==> config.mk <==
export PLATFORM = sky130hd
export DESIGN_NAME = button_conditioner
export DESIGN_NICKNAME = d
export VERILOG_FILES = /design/src/rtl/button_conditioner.sv
export SDC_FILE = /design/constraint.sdc
export NUM_CORES = 1
export LEC_CHECK = 0
export BUFFER_PORTS_ARGS = -buffer_cell sky130_fd_sc_hd__clkbuf_2
export CORE_AREA = 2 2 101 103
export CTS_CLUSTER_SIZE = 16
export DETAILED_ROUTE_END_ITERATION = 16
export DIE_AREA = 0 0 103 105
export GPL_ROUTABILITY_DRIVEN = 0
export PLACE_DENSITY = 0.71
export SLEW_MARGIN = 10
export SYNTH_ARGS = -nofsm -noshare
export SYNTH_HDL_FRONTEND = slang
export SYNTH_SLANG_ARGS = --single-unit
export TNS_END_PERCENT = 100
==> constraint.sdc <==
create_clock -name clk -period 2.5 [get_ports clk]
set_input_delay 0.25 -clock clk [delete_from_list [all_inputs] [get_ports clk]]
set_output_delay 0.25 -clock clk [all_outputs]
set_load 0.03 [all_outputs]
==> src/rtl/button_conditioner.sv <==
// button_conditioner
//   Conditions raw push-button pins for the pong user project. Every channel
//   has its own 2-flop synchroniser, a debounce counter and registered
//   press/release pulses. All channels are independent and share clk/rst_n.
//
//   Optional build macro: BTN_REPEAT_EN
//     Defined   : while a button stays held, btn_press also pulses
//                 REPEAT_DELAY cycles after the accepted press, then every
//                 REPEAT_PERIOD cycles until btn_level drops.
//     Undefined : no repeat logic; exactly one btn_press per accepted press.
//
//   Timing: a raw edge that is held steady reaches btn_level 2 + DEBOUNCE_CYCLES
//   cycles later. The press/release pulse is high in the same cycle that
//   btn_level changes, for one cycle.
//
//   Reset is synchronous and active-low. It clears the synchronisers, so a
//   button held through reset is re-qualified from scratch.
module button_conditioner #(
  parameter int N_BTN           = 4,
  parameter int DEBOUNCE_CYCLES = 500000,
  parameter int CNT_W           = 20,
  parameter int REPEAT_DELAY    = 25000000,
  parameter int REPEAT_PERIOD   = 5000000
) (
  input  logic             clk,
  input  logic             rst_n,
  input  logic [N_BTN-1:0] btn_raw,
  output logic [N_BTN-1:0] btn_level,
  output logic [N_BTN-1:0] btn_press,
  output logic [N_BTN-1:0] btn_release
);

  // The counter is compared against this terminal value. It is never
  // incremented past it, so it never wraps.
  localparam logic [CNT_W-1:0] CNT_LAST = CNT_W'(DEBOUNCE_CYCLES - 1);

  logic [N_BTN-1:0] sync_q1;
  logic [N_BTN-1:0] sync_q2;
  logic [CNT_W-1:0] cnt_q [N_BTN];

  logic [N_BTN-1:0] mismatch;
  logic [N_BTN-1:0] accept;
  logic [N_BTN-1:0] rpt_fire;

  // Two-flop synchroniser per channel for the asynchronous pins
  always_ff @(posedge clk) begin
    if (!rst_n) begin
      sync_q1 <= '0;
      sync_q2 <= '0;
    end else begin
      sync_q1 <= btn_raw;
      sync_q2 <= sync_q1;
    end
  end

  // A new level is accepted on the cycle the counter already holds
  // DEBOUNCE_CYCLES-1 while the synchronised input still disagrees
  always_comb begin
    mismatch = '0;
    accept   = '0;
    for (int i = 0; i < N_BTN; i++) begin
      mismatch[i] = sync_q2[i] ^ btn_level[i];
      accept[i]   = mismatch[i] && (cnt_q[i] == CNT_LAST);
    end
  end

  // Per-channel debounce counter and accepted level
  always_ff @(posedge clk) begin
    if (!rst_n) begin
      btn_level <= '0;
      for (int i = 0; i < N_BTN; i++) begin
        cnt_q[i] <= '0;
      end
    end else begin
      for (int i = 0; i < N_BTN; i++) begin
        if (!mismatch[i]) begin
          // Agreement (or end of a glitch) discards any partial count
          cnt_q[i] <= '0;
        end else if (accept[i]) begin
          btn_level[i] <= sync_q2[i];
          cnt_q[i]     <= '0;
        end else begin
          cnt_q[i] <= cnt_q[i] + CNT_W'(1);
        end
      end
    end
  end

`ifdef BTN_REPEAT_EN
  // The repeat counter must hold the larger of the two repeat intervals
  localparam int RPT_MAX  = (REPEAT_DELAY > REPEAT_PERIOD) ? REPEAT_DELAY : REPEAT_PERIOD;
  localparam int RPT_NEED = $clog2(RPT_MAX + 1);
  localparam int RPT_W    = (RPT_NEED > CNT_W) ? RPT_NEED : CNT_W;
  localparam logic [RPT_W-1:0] DLY_LAST = RPT_W'(REPEAT_DELAY - 1);
  localparam logic [RPT_W-1:0] PER_LAST = RPT_W'(REPEAT_PERIOD - 1);

  logic [RPT_W-1:0] rpt_q [N_BTN];
  logic [N_BTN-1:0] rpt_first_q;

  // A repeat fires while held. It is suppressed on the cycle that a release
  // is accepted, because btn_press and btn_release must never coincide.
  always_comb begin
    rpt_fire = '0;
    for (int i = 0; i < N_BTN; i++) begin
      rpt_fire[i] = btn_level[i] && !accept[i] &&
                    (rpt_q[i] == (rpt_first_q[i] ? DLY_LAST : PER_LAST));
    end
  end

  // Repeat counter. It restarts on every pulse and is held clear while the
  // button is released.
  always_ff @(posedge clk) begin
    if (!rst_n) begin
      rpt_first_q <= '1;
      for (int i = 0; i < N_BTN; i++) begin
        rpt_q[i] <= '0;
      end
    end else begin
      for (int i = 0; i < N_BTN; i++) begin
        if (!btn_level[i]) begin
          rpt_q[i]       <= '0;
          rpt_first_q[i] <= 1'b1;
        end else if (rpt_fire[i]) begin
          rpt_q[i]       <= '0;
          rpt_first_q[i] <= 1'b0;
        end else begin
          rpt_q[i] <= rpt_q[i] + RPT_W'(1);
        end
      end
    end
  end
`else
  // Repeats are disabled, so only accepted presses produce btn_press
  always_comb begin
    rpt_fire = '0;
  end
`endif

  // Registered event pulses, aligned with the btn_level update
  always_ff @(posedge clk) begin
    if (!rst_n) begin
      btn_press   <= '0;
      btn_release <= '0;
    end else begin
      btn_press   <= (accept & sync_q2) | rpt_fire;
      btn_release <= accept & ~sync_q2;
    end
  end

endmodule

==> results.cfg, run 1 <==
[job]
cap_violations = 0

[sta]
tightestPinTransition_ns = 0.535
fin_crit_sh_pct = 81.7
fin_setup_tns_ns = 0
drv_slew = 0
fin_crit_ns = 2.04
final_hold_viol_count = 0
worst_slack_ns = 0.457
slew_headroom_pct = 64.0
fmax_ghz = 0.490
finalClockSkew_ns = 0.0116
rsz0062_at_grt = no
finalSetupViolations = 0

[worst_setup_path]
r2r_cells = 5
startpoint_type = register
crit_type = reg -> reg
rrSetupSlack_ns = 0.46
arrival_ns = 2.16
r2r-end = cnt_q[1][18]
crit_fanout = 10
reg2reg_from = cnt_q[1][0]
endpoint_kind = register
required_ns = 2.62

[global_route]
grt_usage_pct = 18.6
first_global_vias = 3548
grt_max_degree = 20
grt_pass1_wl_um = 16100
antenna_found_initial = 0
overflow = 0

[place]
hpwl_um = 6650
port-buffer-count = 17
dp.cells = 705
place_worst_setup_slack_ns = 0.478
place_area_um2 = 5770

[clock_network]
post_cts_buffers = 0
cts_buffers = 9
clock_tree.root_cell = clkbuf_8
insertion_delay_ns = 0.39
clock-sinks = 100
hold_buffers = 0
clk_pin_slew_ns = 0.10
ctsResizeCount = 0
cts_tree = yes
cts_max_path_buffers = 2
htreeDepth = 3

[layout]
syn_to_final_growth_pct = 13.5
stdcell_count = 721
final_layout_size_suffix_gt1_share_pct = 11.9
nets = 593
n_antenna_cell = 0
fill_cells = 845
fin_area_um2 = 5980
post-route-util_pct = 62.0

[synth]
synth_cells = 484
ys_seq_area_share_pct = 53.2
async_flop_share_pct = 0
synth_flop_cell = edfxtp_1
syn_avg_cell_area_um2 = 10.9
yosysWarnings = 0
synth_edf_count = 80
netlist_area_um2 = 5270
ys_types = 47
ys_ff_latch = 100

[floorplan]
start_util_pct = 54.6
rows = 36
die_w_um = 103
fp.dieArea_um2 = 10800
core_area_um2 = 9640
die_h_um = 105
ios = 18

[min_path]
worst_hold_path.num_cells = 2
hold_start = btn_raw[3]
holdPathEnd = sync_q1[3]
hp-class = in -> reg

[drt]
vias = 3735
via_per_inst = 5.18
drt_wl_total_um = 9230
detail_route.wl_per_cell_um = 12.8
drc_errors = 0
drt_iter0_markers = 115
ant_nets = 0
dr.pass1.iters = 4

[pwr]
p_per_area_nw_per_um2 = 530
power.leakage_nw = 2.05
irDropWorstVdd_mv = 0.267

[status]
status = completed
[synthesized netlist by cell type (all sizes together) (2+ instances only)]
cell type | instances | area share (%)
nor3 | 24 | 2.3
nor4b | 7 | 1.4
or4 | 4 | 0.57
ha | 4 | 0.95
nand3 | 26 | 2.7
nor4 | 24 | 3.7
nand2 | 29 | 2.1
xnor2 | 51 | 8.5
dfxtp | 20 | 7.6
and2 | 10 | 1.2
o31ai | 5 | 0.97
nand4 | 25 | 3.8
buf | 10 | 1.3
edfxtp | 80 | 46
nor2 | 82 | 6.3
and3b | 2 | 0.33
or2 | 2 | 0.24
or3 | 6 | 0.81
mux2i | 9 | 1.7
and3 | 7 | 0.83
a21oi | 9 | 0.86
inv | 18 | 1.3
and4 | 3 | 0.50
o21ai | 3 | 0.36
a31o | 3 | 0.50
clkbuf | 2 | 0.14
xor2 | 12 | 2.0
[area by class of cell]
cell class | instances | area, um^2 | share of cell area [%]
clock inverter | 5 | 36.3 | 0.607
clock buffer | 11 | 174 | 2.91
inverter | 18 | 67.6 | 1.13
timing repair buffer | 21 | 115 | 1.93
tap | 133 | 166 | 2.78
multi-input combinational | 433 | 2620 | 43.8
sequential | 100 | 2800 | 46.9
[state kept, by name, indices dropped and copies added (netlist names)]
signal	cells
sync_q1	4
btn_level	4
sync_q2	4
btn_press	4
btn_release	4
cnt_q	80
[worst max-delay path by stage]
stage / start / slack (ns) / endpoint
CTS: cnt_q[1][5] / 0.46 / cnt_q[1][3]
finish: cnt_q[1][0] / 0.46 / cnt_q[1][18]
global placement: cnt_q[2][0] / 0.56 / cnt_q[2][15]
global route: cnt_q[1][0] / 0.29 / cnt_q[1][18]
detailed placement: cnt_q[1][5] / 0.48 / cnt_q[1][3]
floorplan: cnt_q[1][6] / 0.59 / cnt_q[1][12]
[routing by layer]
layer | vias to the layer above | routed length, um | part of all wire [%] | GRT usage (%)
met4 | 0 | 176 | 1.9 | 7.14
met3 | 12 | 295 | 3.2 | 3.28
met2 | 73 | 4470 | 48 | 29.3
li1 | 1881 | - | - | -
met5 | - | 0 | 0 | 0
met1 | 1769 | 4290 | 46 | 25.4
[cell families (layout without fill, tap and decap cells)]
| kind of cell | Yosys count | in the layout | synth area share, % |
|---|---|---|---|
| and+or+nand+nor | 253 | 253 | 27.0 |
| DFF | 100 | 100 | 53.2 |
| xor gates and xnor gates | 63 | 63 | 10.5 |
| buffers and inverters | 30 | 55 | 2.73 |
| AOI/OAI and AO/OA | 24 | 24 | 3.78 |
| muxes | 9 | 9 | 1.71 |
| adders and majority gates | 4 | 4 | 0.951 |
| other | 1 | 80 | 0.0712 |
[metrics by stage]
stage               power, mW  hold WS (ns)
finish                   3.17        0.0666
global route             3.29        0.0693
CTS                      3.19        0.0556
detailed placement       2.11         0.418
global placement         2.10         0.417
floorplan                2.07         0.377
[worst max-delay path, stage by stage, from the launching register on]
cell and delay, ns:
edfxtp_1 0.43, ha_1 0.24, nand4_2 0.29, nor4_1 0.49, mux2i_1 0.25, nor3_1 0.07
[placed cells by master (no fill, tap or decap), types with 19 or more instances in the layout]
master | Yosys | routed
edfxtp_1 | 80 | 80
conb_1 | 1 | 80
nor2_1 | 72 | 72
xnor2_1 | 51 | 51
nand2_1 | 29 | 29
nand3_1 | 24 | 24
nor3_1 | 24 | 24
nor4_1 | 20 | 20
dfxtp_1 | 20 | 20
nand4_1 | 19 | 19
[power breakdown]
part | total [mW] | internal, mW | switching [mW]
Sequential | 1.93 | 1.86 | 0.0782
Clock | 1.09 | 0.490 | 0.602
Combinational | 0.144 | 0.0602 | 0.0836
Total | 3.17 | 2.41 | 0.764
Note: power is estimated with default switching activity, not from simulation.
==> run 2, diff against run 1 <==
PLACE_DENSITY = 0.74   (was 0.71)
clock period = 1.7 ns   (was 2.5 ns; I/O delays follow)
==> run 2 against run 1 <==
Effect of this change:
- wire length up 36%
- combinational power rose to 3.1 times the previous value
- cell area up 24%
- sequential share of layout area down 9.0 points
- clock-buffer cell count down 1
- via count up 16%
- die area unchanged
- cell count up 15%
- the flow now finishes with violations (setup timing)
- largest cell class is now multi-input combinational cells
- hold slack worse by 0.062 ns
- total power up 55%
- non-clock buffer count up 109
- register-to-register slack worse by 0.66 ns
==> results.cfg, run 2 (same netlist as run 1, synthesis figures left out) <==
[place]
hpwl_um = 7620
dp.cells = 776
port-buffer-count = 17

[sta]
fin_crit_sh_pct = 112
finalSetupViolations = 75
slew_headroom_pct = 65.1
rsz0062_at_grt = yes
worst_slack_ns = -0.207
final_hold_viol_count = 0
fin_crit_ns = 1.91
drv_slew = 0
tightestPinTransition_ns = 0.519
fmax_ghz = 0.524
finalClockSkew_ns = 0.0123

[drt]
drt_iter0_markers = 182
drc_errors = 0
drt_wl_total_um = 12600
via_per_inst = 5.24
dr.pass1.iters = 4
ant_nets = 0
detail_route.wl_per_cell_um = 15.2
vias = 4349

[floorplan]
die_h_um = 105
start_util_pct = 54.6
core_area_um2 = 9640
rows = 36
die_w_um = 103
ios = 18
fp.dieArea_um2 = 10800

[global_route]
overflow = 0
grt_usage_pct = 21.2
first_global_vias = 4089
grt_pass1_wl_um = 18100
antenna_found_initial = 0
grt_max_degree = 19

[layout]
largest_register_ffs = 80
nets = 702
final_layout_size_suffix_gt1_share_pct = 34.9
mostFrequentLayoutCells = buf_4 (101), edfxtp_1 (80), conb_1 (80)
n_antenna_cell = 0
fill_cells = 622
multiInputGateArea_um2 = 3110
largest-register = cnt_q
layout.area.seq_um2 = 2800
final_common_cell = buf_4
syn_to_final_growth_pct = 40.6
stdcell_count = 830

[clock_network]
clock-sinks = 100
cts_tree = yes
cts_buffers = 9
cts_max_path_buffers = 2
insertion_delay_ns = 0.38
hold_buffers = 0
htreeDepth = 3
clock_tree.root_cell = clkbuf_8
clk_pin_slew_ns = 0.10

[status]
status = finished, violations left
failed_checks = setup timing

[worst_setup_path]
endpoint_kind = register
startpoint_type = register
arrival_ns = 2.05
path_cells = and4_1 > nand4_1 > o21ai_4 > clkbuf_16 > nor2_1
slowest_delay_ns = 0.43
crit_type = reg -> reg
crit_fanout = 5
required_ns = 1.84
crit_path_top_delay_cell = edfxtp_1

[job]
cap_violations = 0

[pwr]
irDropWorstVdd_mv = 0.452
power.leakage_nw = 2.76
p_per_area_nw_per_um2 = 665
finalPower_mw = 4.92

[min_path]
hp-class = in -> reg
## run 2: cell types whose count changed in the layout (fill, tap and decap cells not counted), sizes merged
cell      delta
clkbuf       +1
buf        +107
bufinv       +1
clkinvlp     +1
inv          -1
## run 2: power by group
part           total, mW  switching (mW)  internal, mW  leakage (nW)
Sequential          2.82          0.0939          2.73         0.988
Clock               1.66           0.884         0.779         0.105
Combinational      0.440           0.234         0.206          1.67
Total               4.92            1.21          3.71          2.76
## run 2: cell type report
| type | instances | share of cell area [%] |
|---|---|---|
| clock buffers | 10 | 2.01 |
| clock inverters | 6 | 0.929 |
| inverters | 18 | 0.912 |
| multi-input cells | 433 | 42.1 |
| flip-flops and latches | 100 | 37.9 |
| well taps | 133 | 2.25 |
| repair buffers | 130 | 14.0 |
## run 2: timing repair
action,4_1_cts,5_1_grt
gates resized for setup,17,83
pin swaps,7,31
setup endpoints to repair,45,88
buffers inserted,14,21
cloned,0,4
## run 2: metal layers
layer | share of wire [%] | routed length (um) | global-route usage [%] | vias up
met2 | 52 | 6490 | 35.8 | 115
met5 | 0 | 0 | 0 | -
li1 | - | - | - | 2108
met4 | 3.1 | 384 | 10.5 | 0
met3 | 3.7 | 470 | 3.01 | 35
met1 | 42 | 5230 | 26.0 | 2091
## run 2: critical path, delay by kind of cell (launching register included)
kind                   cells  cell delay, ns
AO/OA/AOI/OAI              1            0.37
buffers and inverters      1            0.23
flip-flops                 1            0.43
AND/OR/NAND/NOR            3            0.64
## run 2: per-stage QoR
step	worst slack, ns	hold slack, ns	util [%]	setup TNS [ns]	cell area, um^2
2_1_floorplan	-0.0892	0.297	-	-1.30	5640
3_3_place_gp	-0.0660	0.391	66.4	-0.131	6400
3_5_place_dp	-0.158	0.394	66.4	-1.86	6400
4_1_cts	-0.0550	0.00188	70.8	-1.22	6830
5_1_grt	-0.245	0.00668	76.8	-12.93	7400
6_report	-0.207	0.00497	76.8	-6.73	7400
## run 2: worst paths after layout
| path | startpoint | end | slack [ns] | cells past startpoint |
|---|---|---|---|---|
| setup / recovery | cnt_q[0][16] | cnt_q[0][14] | -0.21 | 5 |
| hold reg to reg | sync_q1[1] | sync_q2[1] | 0.44 | 1 |
| setup reg to reg | cnt_q[0][16] | cnt_q[0][14] | -0.21 | 5 |
| hold / removal | btn_raw[0] | sync_q1[0] | 0.005 | 2 |
==> run 3, diff against run 2 <==
ABC_AREA = 1   (was default)
CORE_AREA = 2 2 105 107   (was 2 2 101 103)
DIE_AREA = 0 0 107 109   (was 0 0 103 105)
==> run 3 against run 2 <==
Effect of this change:
- the run now ends clean
- combinational power is 37% lower
- cell area shrank 10%
- wire length fell by 12%
- critical path depth grew 4
- global-route usage down 1.6 points
- via count is 8.8% higher
- sequential power about the same
- non-clock buffer count is 93 lower
- sequential share of layout area is 4.4 points higher
- total power down 3.3%
- synthesized area grew 8.5%
- critical path type unchanged
==> results.cfg, run 3 <==
[layout]
mostFrequentLayoutCells = nand2_1 (203), nor2_1 (138), inv_1 (82)
final_common_cell = nand2_1
nets = 857
syn_to_final_growth_pct = 16.3
post-route-util_pct = 62.6
final_layout_size_suffix_gt1_share_pct = 12.3
stdcell_count = 992
n_antenna_cell = 0
largest_register_ffs = 80
largest-register = cnt_q

[clock_network]
cts_max_path_buffers = 2
insertion_delay_ns = 0.39
htreeDepth = 3
clock_tree.root_cell = clkbuf_8
clk_pin_slew_ns = 0.09
clock-sinks = 100
cts_tree = yes
cts_buffers = 9

[synth]
ys_types = 28
netlist_area_um2 = 5710
synth_cells = 729
async_flop_share_pct = 0
ys_seq_area_share_pct = 49.1
synth_area_leaders = edfxtp_1 (42%), nand2_1 (13%), nor2_1 (9.1%), dfxtp_1 (7.0%), inv_1 (5.5%)
yosys-top-cells-count = nand2_1 (204), nor2_1 (138), inv_1 (83)
synth_largest_area_cell = edfxtp_1
synth_edf_count = 80
synth_most_common_cell = nand2_1
synthDominantCellAreaShare_pct = 42.1
yosysWarnings = 0
synth_flop_cell = edfxtp_1
ys_ff_latch = 100
syn_avg_cell_area_um2 = 7.83

[place]
port-buffer-count = 17
hpwl_um = 8250
dp.cells = 969

[sta]
drv_slew = 0
fin_crit_ns = 1.64
fmax_ghz = 0.608
rsz0062_at_grt = yes
final_hold_viol_count = 0
finalClockSkew_ns = 0.00876
fin_crit_sh_pct = 96.8
finalSetupViolations = 0

[worst_setup_path]
arrival_ns = 1.79
endpoint_kind = register
startpoint_type = register
crit_fanout = 4
crit_type = reg -> reg
required_ns = 1.85

[floorplan]
core_area_um2 = 10600
start_util_pct = 53.9
die_h_um = 109
rows = 38
die_w_um = 107
ios = 18
fp.dieArea_um2 = 11700

[global_route]
grt_pass1_wl_um = 18500
grt_max_degree = 21
grt_usage_pct = 19.6
antenna_found_initial = 0
first_global_vias = 4393
overflow = 0

[drt]
dr.pass1.iters = 5
drc_errors = 0
vias = 4731
ant_nets = 0
drt_iter0_markers = 289
via_per_inst = 4.77
detail_route.wl_per_cell_um = 11.1
drt_wl_total_um = 11000

[pwr]
p_per_area_nw_per_um2 = 717
irDropWorstVdd_mv = 0.461
power.leakage_nw = 2.65

[status]
status = completed

[min_path]
hp-class = in -> reg

[job]
cap_violations = 0
## run 3: cell count changes after synthesis, sizes merged, moves of 12 or more
cell,delta
nand3,+12
inv,+70
xnor2,-42
a21oi,+33
nand2,+184
nor3,-17
nor2,+81
nor4,-24
nand4,-15
## run 3: through the flow
| stage | hold slack (ns) | setup TNS [ns] | setup slack, ns | power [mW] | area, um^2 |
|---|---|---|---|---|---|
| finish | 0.0140 | 0 | 0.0552 | 4.76 | 6640 |
| global route | 0.0417 | -0.713 | -0.0499 | 4.93 | 6640 |
| CTS | 0.00543 | 0 | 0.0128 | 4.77 | 6570 |
| detailed placement | 0.361 | 0 | 0.0479 | 3.13 | 6310 |
| global placement | 0.359 | 0 | 0.114 | 3.12 | 6310 |
| floorplan | 0.268 | 0 | 0.182 | 3.05 | 6010 |
## run 3: path summary, 6_finish.rpt
| check | startpoint | end | slack (ns) | depth (start not counted) |
|---|---|---|---|---|
| worst max-delay path | cnt_q[0][1] | cnt_q[0][16] | 0.06 | 9 |
| worst min-delay path | btn_raw[2] | sync_q1[2] | 0.01 | 3 |
| worst max register to register | cnt_q[0][1] | cnt_q[0][16] | 0.06 | 9 |
| worst min register to register | sync_q1[3] | sync_q2[3] | 0.42 | 2 |
## run 3: cells by family (layout without fill, tap and decap cells)
kind of cell | count (synthesis) | after routing | synth area share (%)
flip-flops | 100 | 100 | 49.1
other | 1 | 80 | 0.0657
buffers and inverters | 97 | 141 | 6.97
AND/OR/NAND/NOR | 445 | 445 | 33.9
AO/OA/AOI/OAI | 56 | 56 | 5.15
XOR/XNOR | 26 | 26 | 3.99
adder cells (fa/ha/maj) | 4 | 4 | 0.876
## run 3: per-layer routing
metal  global-route usage [%]  vias to the layer above  part of all wire, %  wire, um
met5                        0                        -                    0         0
met4                     6.40                        0                  1.2       131
met3                     3.65                       10                  3.5       389
met2                     34.3                       64                   49      5430
met1                     24.6                     2176                   46      5090
li1                         -                     2481                    -         -
## run 3: area by class of cell
cell class / count / area (um^2)
repair buffers: 37 / 270
fillers: 920 / 3960
multi-input cells: 611 / 2840
well taps: 140 / 175
clock buffers: 13 / 203
inverters: 88 / 330
clock inverters: 3 / 22.5
flip-flops and latches: 100 / 2800
## run 3: power by group
group / switching, mW / internal (mW)
combinational: 0.180 / 0.0996
sequential: 0.0924 / 2.73
clock: 0.856 / 0.804
## run 3: worst max-delay path, stage by stage, from the launching register on
cell      delay [ns]
edfxtp_1        0.40
ha_2            0.22
inv_2           0.06
nor2_4          0.14
nand3_4         0.11
o21ai_4         0.23
buf_4           0.15
inv_2           0.03
nand2_1         0.04
inv_1           0.04
## run 3: repair_timing
action                                  CTS  global route
hold endpoints to repair                  3             0
hold buffers                              3             0
setup buffers                             0             4
endpoints found under the setup margin    0            75
gates resized for setup                   0            12
